File: src/rtl/uart_ecc_sequencer.sv
// UART loopback sequencer: receiver -> Hamming(7,4) checker -> transmitter.
// Holds each byte through the checker latency, applies the correction, then launches a frame.
module uart_ecc_sequencer #(
   parameter int         ECC_LAT  = 2,
   parameter logic [7:0] ERR_BYTE = 8'hFF,
   parameter int         CNT_W    = 8
) (
   input  logic             clk,
   input  logic             rst_n,
   input  logic             rx_ready,
   input  logic [7:0]       rx_data,
   output logic [6:0]       ecc_code,
   input  logic             ecc_err,
   input  logic [2:0]       ecc_loc,
   output logic             tx_start,
   output logic [7:0]       tx_data,
   input  logic             tx_busy,
   input  logic             clr,
   output logic             busy,
   output logic             overrun,
   output logic [CNT_W-1:0] err_count
);

   localparam int LW = (ECC_LAT < 2) ? 1 : $clog2(ECC_LAT + 1);
   localparam logic [LW-1:0] LAT_LD = LW'(ECC_LAT);
   localparam logic [LW-1:0] LAT_ONE = LW'(1);

   localparam logic [2:0] S_IDLE    = 3'd0;
   localparam logic [2:0] S_CHECK   = 3'd1;
   localparam logic [2:0] S_CORRECT = 3'd2;
   localparam logic [2:0] S_SEND    = 3'd3;
   localparam logic [2:0] S_WAIT    = 3'd4;

   logic [2:0]       state_q, state_d;
   logic [6:0]       hold_q, hold_d;
   logic [LW-1:0]    cnt_q, cnt_d;
   logic [7:0]       txd_q, txd_d;
   logic             seen_q, seen_d;
   logic             first_q, first_d;
   logic             ovr_q, ovr_d;
   logic [CNT_W-1:0] errc_q, errc_d;

   logic wait_done;
   logic accept;
   logic drop;
   logic fix;
   logic unused_rx7;

   assign unused_rx7 = rx_data[7];

   // A frame ends on busy falling, or if busy never rose by the 2nd cycle after start.
   assign wait_done = (state_q == S_WAIT) & ~tx_busy & (seen_q | ~first_q);
   assign accept    = rx_ready & ((state_q == S_IDLE) | wait_done);
   assign drop      = rx_ready & ~accept;
   assign fix       = ecc_err & (ecc_loc != 3'd7);

   always_comb begin
      state_d = state_q;
      hold_d  = hold_q;
      cnt_d   = cnt_q;
      txd_d   = txd_q;
      seen_d  = seen_q;
      first_d = first_q;
      unique case (1'b1)
         (state_q == S_CHECK): begin
            cnt_d = cnt_q - LAT_ONE;
            if (cnt_q == LAT_ONE) begin
               state_d = S_CORRECT;
            end
         end
         (state_q == S_CORRECT): begin
            if (!ecc_err) begin
               txd_d = {1'b0, hold_q};
            end else if (fix) begin
               txd_d = {1'b0, hold_q ^ (7'd1 << ecc_loc)};
            end else begin
               txd_d = ERR_BYTE;
            end
            state_d = S_SEND;
         end
         (state_q == S_SEND): begin
            if (!tx_busy) begin
               state_d = S_WAIT;
               first_d = 1'b1;
               seen_d  = 1'b0;
            end
         end
         (state_q == S_WAIT): begin
            first_d = 1'b0;
            if (tx_busy) begin
               seen_d = 1'b1;
            end
            if (wait_done) begin
               state_d = S_IDLE;
            end
         end
         default: begin
            state_d = state_q;
         end
      endcase
      if (accept) begin
         hold_d  = rx_data[6:0];
         cnt_d   = LAT_LD;
         state_d = S_CHECK;
      end
   end

   always_comb begin
      errc_d = errc_q;
      ovr_d  = ovr_q;
      if (clr) begin
         errc_d = '0;
         ovr_d  = 1'b0;
      end else begin
         if ((state_q == S_CORRECT) && fix && !(&errc_q)) begin
            errc_d = errc_q + 1'b1;
         end
         if (drop) begin
            ovr_d = 1'b1;
         end
      end
   end

   always_ff @(posedge clk or negedge rst_n) begin
      if (!rst_n) begin
         state_q <= S_IDLE;
         hold_q  <= '0;
         cnt_q   <= '0;
         txd_q   <= '0;
         seen_q  <= 1'b0;
         first_q <= 1'b0;
         ovr_q   <= 1'b0;
         errc_q  <= '0;
      end else begin
         state_q <= state_d;
         hold_q  <= hold_d;
         cnt_q   <= cnt_d;
         txd_q   <= txd_d;
         seen_q  <= seen_d;
         first_q <= first_d;
         ovr_q   <= ovr_d;
         errc_q  <= errc_d;
      end
   end

   assign ecc_code  = hold_q;
   assign tx_start  = (state_q == S_SEND) & ~tx_busy;
   assign tx_data   = txd_q;
   assign busy      = (state_q != S_IDLE);
   assign overrun   = ovr_q;
   assign err_count = errc_q;

endmodule
File: config.mk
export PLATFORM = sky130hd
export DESIGN_NAME = uart_ecc_sequencer
export DESIGN_NICKNAME = d
export VERILOG_FILES = /design/src/rtl/uart_ecc_sequencer.sv
export SDC_FILE = /design/constraint.sdc
export NUM_CORES = 1
export LEC_CHECK = 0
export ABC_CLOCK_PERIOD_IN_PS = 1400
export CAP_MARGIN = 25
export CORE_UTILIZATION = 45
export CTS_BUF_LIST = sky130_fd_sc_hd__clkbuf_8
export CTS_CLUSTER_DIAMETER = 150
export CTS_CLUSTER_SIZE = 10
export DETAILED_ROUTE_END_ITERATION = 12
export PLACE_DENSITY_LB_ADDON = 0.3
export SLEW_MARGIN = 25
export SYNTH_ARGS = -nofsm -noshare
export SYNTH_HDL_FRONTEND = slang
export SYNTH_SLANG_ARGS = --single-unit
File: constraint.sdc
create_clock -name clk -period 1.4 [get_ports clk]
set_input_delay 0.21 -clock clk [delete_from_list [all_inputs] [get_ports clk]]
set_output_delay 0.21 -clock clk [all_outputs]
set_load 0.02 [all_outputs]
==> flow_summary.toml, run 1 <==
[placed_design]
place_congestion = 0.837
dp_hpwl_mm = 3.01
place_area_mm2 = 0.00233
io_buffer_count = 41

[timing]
max-slew-margin-rel = 0.763
fmax_mhz = 637
fin_skew_ns = 0.00639
fin_crit_sh = 1.12
hold-worst-slack_ns = 0.283
finalWorstSetupSlack_ns = -0.169
slew_viol_final = 0
rsz0062_at_grt = "yes"
setup_violations = 9
tightest_slew_ns = 0.354
period_needed_ns = 1.57
hold_viol = 0

[clock_network]
htree_levels = 2
clk_transition_reported_paths_ns = 0.06
clock_latency_ns = 0.29
cts_buffer_depth = 2
cts_made_buffers = 5
cts_tree = "built"
hold_buffers = 0
cts_num_sinks = 31
clockRootBuffer = "clkbuf_8"

[finish]
nets = 272
final_core_util = 0.779
n_fill_cell = 216
antenna_cells = 0
layout-drive-gt1-share = 0.358
area_growth_pct = 62.6
final_area_mm2 = 0.00264

[floorplan]
start_util = 0.479
dieArea_mm2 = 0.00385
rows = 21
die_h_um = 62.1
core_area_mm2 = 0.00339
pin_count = 43
die_x_um = 62.1

[logic_synthesis]
synth-seq-cells = 31
synth.distinct_cells = 38
yosysTopAreaCell = "dfrtp_1"
netlist_area_mm2 = 0.00162
synth.area.top_cells = "dfrtp_1 (48%), mux2_2 (5.5%), o21ai_0 (4.6%)"
synthTopCellsByCount = "dfrtp_1 (31), nand2_1 (19), o21ai_0 (15)"
synth_top_area_frac = 0.478
yosys_warnings = 0
yosys.cell_count.top_type = "dfrtp_1"
ys_seq_area_frac = 0.478
post_synth.cell_area_avg_um2 = 9.55
synth_edf_count = 0
syn-num-nets = 189
synthFlopType = "dfrtp_1"
synth_async_sr_flop_share = 1.00
syn_inst = 170

[critical_path]
startpoint_type = "register"
crit_path_end_kind = "register"
critical_path_class = "register to register"
crit_path_max_fanout = 4
required_ns = 1.62
worst_ep_arrival_time_ns = 1.79

[global_routing]
grt_usage = 0.262
top_usage_layer = "met2"
grt-ovfl-total = 0
antenna_found_initial = 0
met1_usage = 0.319
first_global_vias = 1582
grt_util_met2 = 0.435
grt_pass1_wl_mm = 7.13
grt_max_degree = 32
grt_use_met3 = 0.0683

[detailed_routing]
first_iter_violations = 176
remaining_drc_errors = 0
first_pass_iters = 4
dr_total_vias = 1743
routed_wl_mm = 5.07
antenna_left = 0
routed_via_density = 5.81
wire_per_inst_um = 16.9

[run]
drv_cap = 0

[run_status]
outcome = "complete, but fails checks"
failed_checks = "setup timing"

[hold_path]
hold_path.class = "input pin to asynchronous set/reset pin"

[power]
ir_drop_mv = 1.13
power_density_mw_per_mm2 = 1710
p_leak_nw = 1.24
[cells in the final DEF, fill, tap and decap left out, types with 4 or more instances in the layout]
master and instances:
buf_4 30, dfrtp_1 25, dlygate4sd2_1 21, nand2_1 19, o21ai_0 13, buf_6 12, clkdlybuf4s50_1 11, a21oi_1 10
nand3_1 9, mux2_2 8, nor2_1 7, clkbuf_8 7, inv_1 6, dfrtp_2 6, nor2b_1 4, a31oi_1 4
dlymetal6s2s_1 4
[worst max-delay path: stages, from the launching register on]
cell     delay, ns
dfrtp_2       0.42
nand4_1       0.23
nor2_1        0.15
or4_1         0.53
a21oi_1       0.16
[power by group]
part	total (W)	internal, W	leakage (nW)	switching [W]
Sequential	0.00152	0.00123	0.378	0.000296
Combinational	0.00223	0.00107	0.807	0.00116
Clock	0.000771	0.000441	0.0557	0.000330
Total	0.00452	0.00274	1.24	0.00179
[what timing repair did]
action,CTS,global route
gates resized for setup,50,31
gates cloned,2,0
endpoints found under the setup margin,43,29
pin swaps,10,11
buffers inserted,5,4
hold endpoints to repair,0,0
[layout make-up]
class                   count  area [µm²]  share of cell area
clock buffers               7        96.3              0.0365
clock inverters             1        3.75             0.00142
inverters                   7        26.3             0.00995
multi-input cells         126         925               0.350
repair buffers             82         749               0.284
well taps                  46        57.6              0.0218
flip-flops and latches     31         783               0.297
[logic make-up (layout without fill, tap and decap cells)]
kind of cell / count (synthesis) / count (layout) / synth area share
flip-flops: 31 / 31 / 0.478
XOR/XNOR: 1 / 1 / 0.00539
adder cells (fa/ha/maj): 2 / 2 / 0.0154
multiplexers: 11 / 11 / 0.0740
AO/OA/AOI/OAI: 46 / 46 / 0.173
AND/OR/NAND/NOR: 65 / 66 / 0.217
buffers and inverters: 14 / 97 / 0.0377
[routing by layer]
metal	share of wire	routed length, µm
met1	0.39	1970
met3	0.060	302
met4	0.033	165
met2	0.52	2630
met5	0	0
[flip-flops by register name, indices dropped and copies added, names as in the netlist]
register	cells
first_q	1
err_count	8
state_q	3
cnt_q	2
overrun	1
seen_q	1
ecc_code	7
tx_data	8
[metrics by stage]
stage	power, W	instances	TNS [ns]	setup slack [ns]
finish	0.00452	300	-1.03	-0.169
global route	0.00477	300	-1.86	-0.239
CTS	0.00427	296	-1.05	-0.173
detailed placement	0.00349	281	-6.92	-0.376
global placement	0.00340	281	-5.08	-0.299
floorplan	0.00253	170	-0.247	-0.106
[worst paths after layout]
check / depth (start not counted) / slack, ns / start / to
worst max-delay path: 4 / -0.17 / err_count[3] / err_count[4]
worst min register to register: 2 / 0.50 / tx_data[2] / tx_data[2]
worst max register to register: 4 / -0.17 / err_count[3] / err_count[4]
max in group asynchronous: 2 / 0.92 / rst_n / err_count[0]
min in group clk: 4 / 0.40 / ecc_loc[2] / tx_data[7]
worst min-delay path: 2 / 0.28 / rst_n / first_q
Power figures use the tool's default switching activity.
==> run 2: changes to the inputs <==
--- a/config.mk
+++ b/config.mk
@@ -7,11 +7,12 @@
 export LEC_CHECK = 0
 export ABC_CLOCK_PERIOD_IN_PS = 1400
 export CAP_MARGIN = 25
-export CORE_UTILIZATION = 45
+export CORE_UTILIZATION = 55
 export CTS_BUF_LIST = sky130_fd_sc_hd__clkbuf_8
 export CTS_CLUSTER_DIAMETER = 150
 export CTS_CLUSTER_SIZE = 10
 export DETAILED_ROUTE_END_ITERATION = 12
+export DONT_BUFFER_PORTS = 1
 export PLACE_DENSITY_LB_ADDON = 0.3
 export SLEW_MARGIN = 25
 export SYNTH_ARGS = -nofsm -noshare
==> flow_summary.toml, run 2 (synthesis gave the netlist of run 1 again) <==
[power]
p_leak_nw = 0.956
fin_total_pwr_w = 0.00399
ir_drop_mv = 1.50
power_density_mw_per_mm2 = 1860

[global_routing]
grt-ovfl-total = 0
grt_util_met2 = 0.435
grt_max_degree = 32
first_global_vias = 1410
grt_usage = 0.250
top_usage_layer = "met2"
grt_use_met3 = 0.0576
grt_pass1_wl_mm = 6.10
met1_usage = 0.293
antenna_found_initial = 0

[finish]
nets = 226
final_core_util = 0.772
layout_commonest_cell = "buf_4"
area_growth_pct = 32.3
layout-drive-gt1-share = 0.389
antenna_cells = 0
instances_no_fill = 239
layout_common_cells = "buf_4 (30), dfrtp_1 (26), nand2_1 (18)"

[placed_design]
place_congestion = 0.818
dp.cells = 221
dp_hpwl_mm = 2.61
io_buffer_count = 0

[floorplan]
core_area_mm2 = 0.00278
die_h_um = 56.3
dieArea_mm2 = 0.00317
start_util = 0.584
rows = 19
die_x_um = 56.3
pin_count = 43

[timing]
fmax_mhz = 627
setup_violations = 10
max-slew-margin-rel = 0.756
rsz0062_at_grt = "yes"
tightest_slew_ns = 0.362
fin_skew_ns = 0.00497
finalWorstSetupSlack_ns = -0.194
slew_viol_final = 0
hold-worst-slack_ns = -0.0252
hold_viol = 7
fin_setup_tns_ns = -1.17
period_needed_ns = 1.59
fin_crit_sh = 1.14

[hold_path]
hold_path.class = "input pin to register"

[clock_network]
cts_tree = "built"
htree_levels = 2
hold_buffers = 2
clock_latency_ns = 0.28
clockRootBuffer = "clkbuf_8"
cts_made_buffers = 5
cts_buffer_depth = 2
cts_num_sinks = 31
clk_transition_reported_paths_ns = 0.06

[critical_path]
critical_path_class = "register to register"
startpoint_type = "register"
crit_path_end_kind = "register"
worst_ep_arrival_time_ns = 1.80
required_ns = 1.61
crit_path_max_fanout = 5

[run]
drv_cap = 0

[detailed_routing]
antenna_left = 0
routed_via_density = 6.34
dr_total_vias = 1516
remaining_drc_errors = 0
first_iter_violations = 83
routed_wl_mm = 4.05
wire_per_inst_um = 16.9
first_pass_iters = 5

[run_status]
failed_checks = "hold timing, setup timing"
outcome = "complete, but fails checks"
==> run 2: changes by cell type in the layout (fill, tap and decap cells not counted), sizes merged <==
cell,change
clkdlybuf4s15,-2
dlymetal6s2s,-4
clkdlybuf4s50,-11
dlygate4sd3,+1
dlygate4sd2,-21
buf,-8
clkbuf,-1
==> run 2: final timing paths <==
check,start,to,slack (ns),cells after the start
min reg2reg,first_q,first_q,0.55,2
max reg2reg,state_q[0],err_count[7],-0.19,6
min,clr,err_count[2],-0.03,1
max,state_q[0],err_count[7],-0.19,6
min in group asynchronous,rst_n,tx_data[1],0.40,2
max in group asynchronous,rst_n,state_q[2],0.82,2
==> run 2: report_power, final <==
| part | internal (W) | leakage, nW | total (W) | switching, W |
|---|---|---|---|---|
| logic | 0.000747 | 0.522 | 0.00153 | 0.000783 |
| registers | 0.00122 | 0.379 | 0.00171 | 0.000482 |
| clock network | 0.000441 | 0.0557 | 0.000754 | 0.000314 |
| total | 0.00241 | 0.956 | 0.00399 | 0.00158 |
==> run 2: metal layers <==
metal / share of wire / wire length [µm]
met4: 0.029 / 119
met2: 0.52 / 2090
met5: 0 / 0
met3: 0.071 / 286
met1: 0.38 / 1550
==> run 2: final cells by class <==
class / count / area (µm²)
clock buffer: 7 / 96.3
clock inverter: 1 / 3.75
multi-input combinational: 126 / 901
fill: 184 / 633
inverter: 7 / 26.3
timing repair buffer: 36 / 300
tap: 31 / 38.8
sequential: 31 / 782
==> run 2: worst max-delay path, stage by stage, from the launching register on <==
cell     delay, ns
dfrtp_1       0.41
nor3b_4       0.23
buf_4         0.14
buf_6         0.10
nand3_4       0.08
or4_4         0.43
a21oi_2       0.13
==> run 2: what timing repair did <==
| item | in CTS | in global routing |
|---|---|---|
| gates resized for setup | 13 | 16 |
| setup buffers | 4 | 3 |
| hold endpoints to repair | 38 | 7 |
| pin swaps | 4 | 3 |
| setup endpoints to repair | 17 | 19 |
| cloned | 0 | 2 |
==> run 2: per-stage QoR <==
step | instance area [µm²] | setup WS (ns)
2_1_floorplan | 1660 | -0.106
3_3_place_gp | 1860 | -0.108
3_5_place_dp | 1860 | -0.161
4_1_cts | 2070 | -0.117
5_1_grt | 2150 | -0.271
6_report | 2150 | -0.194
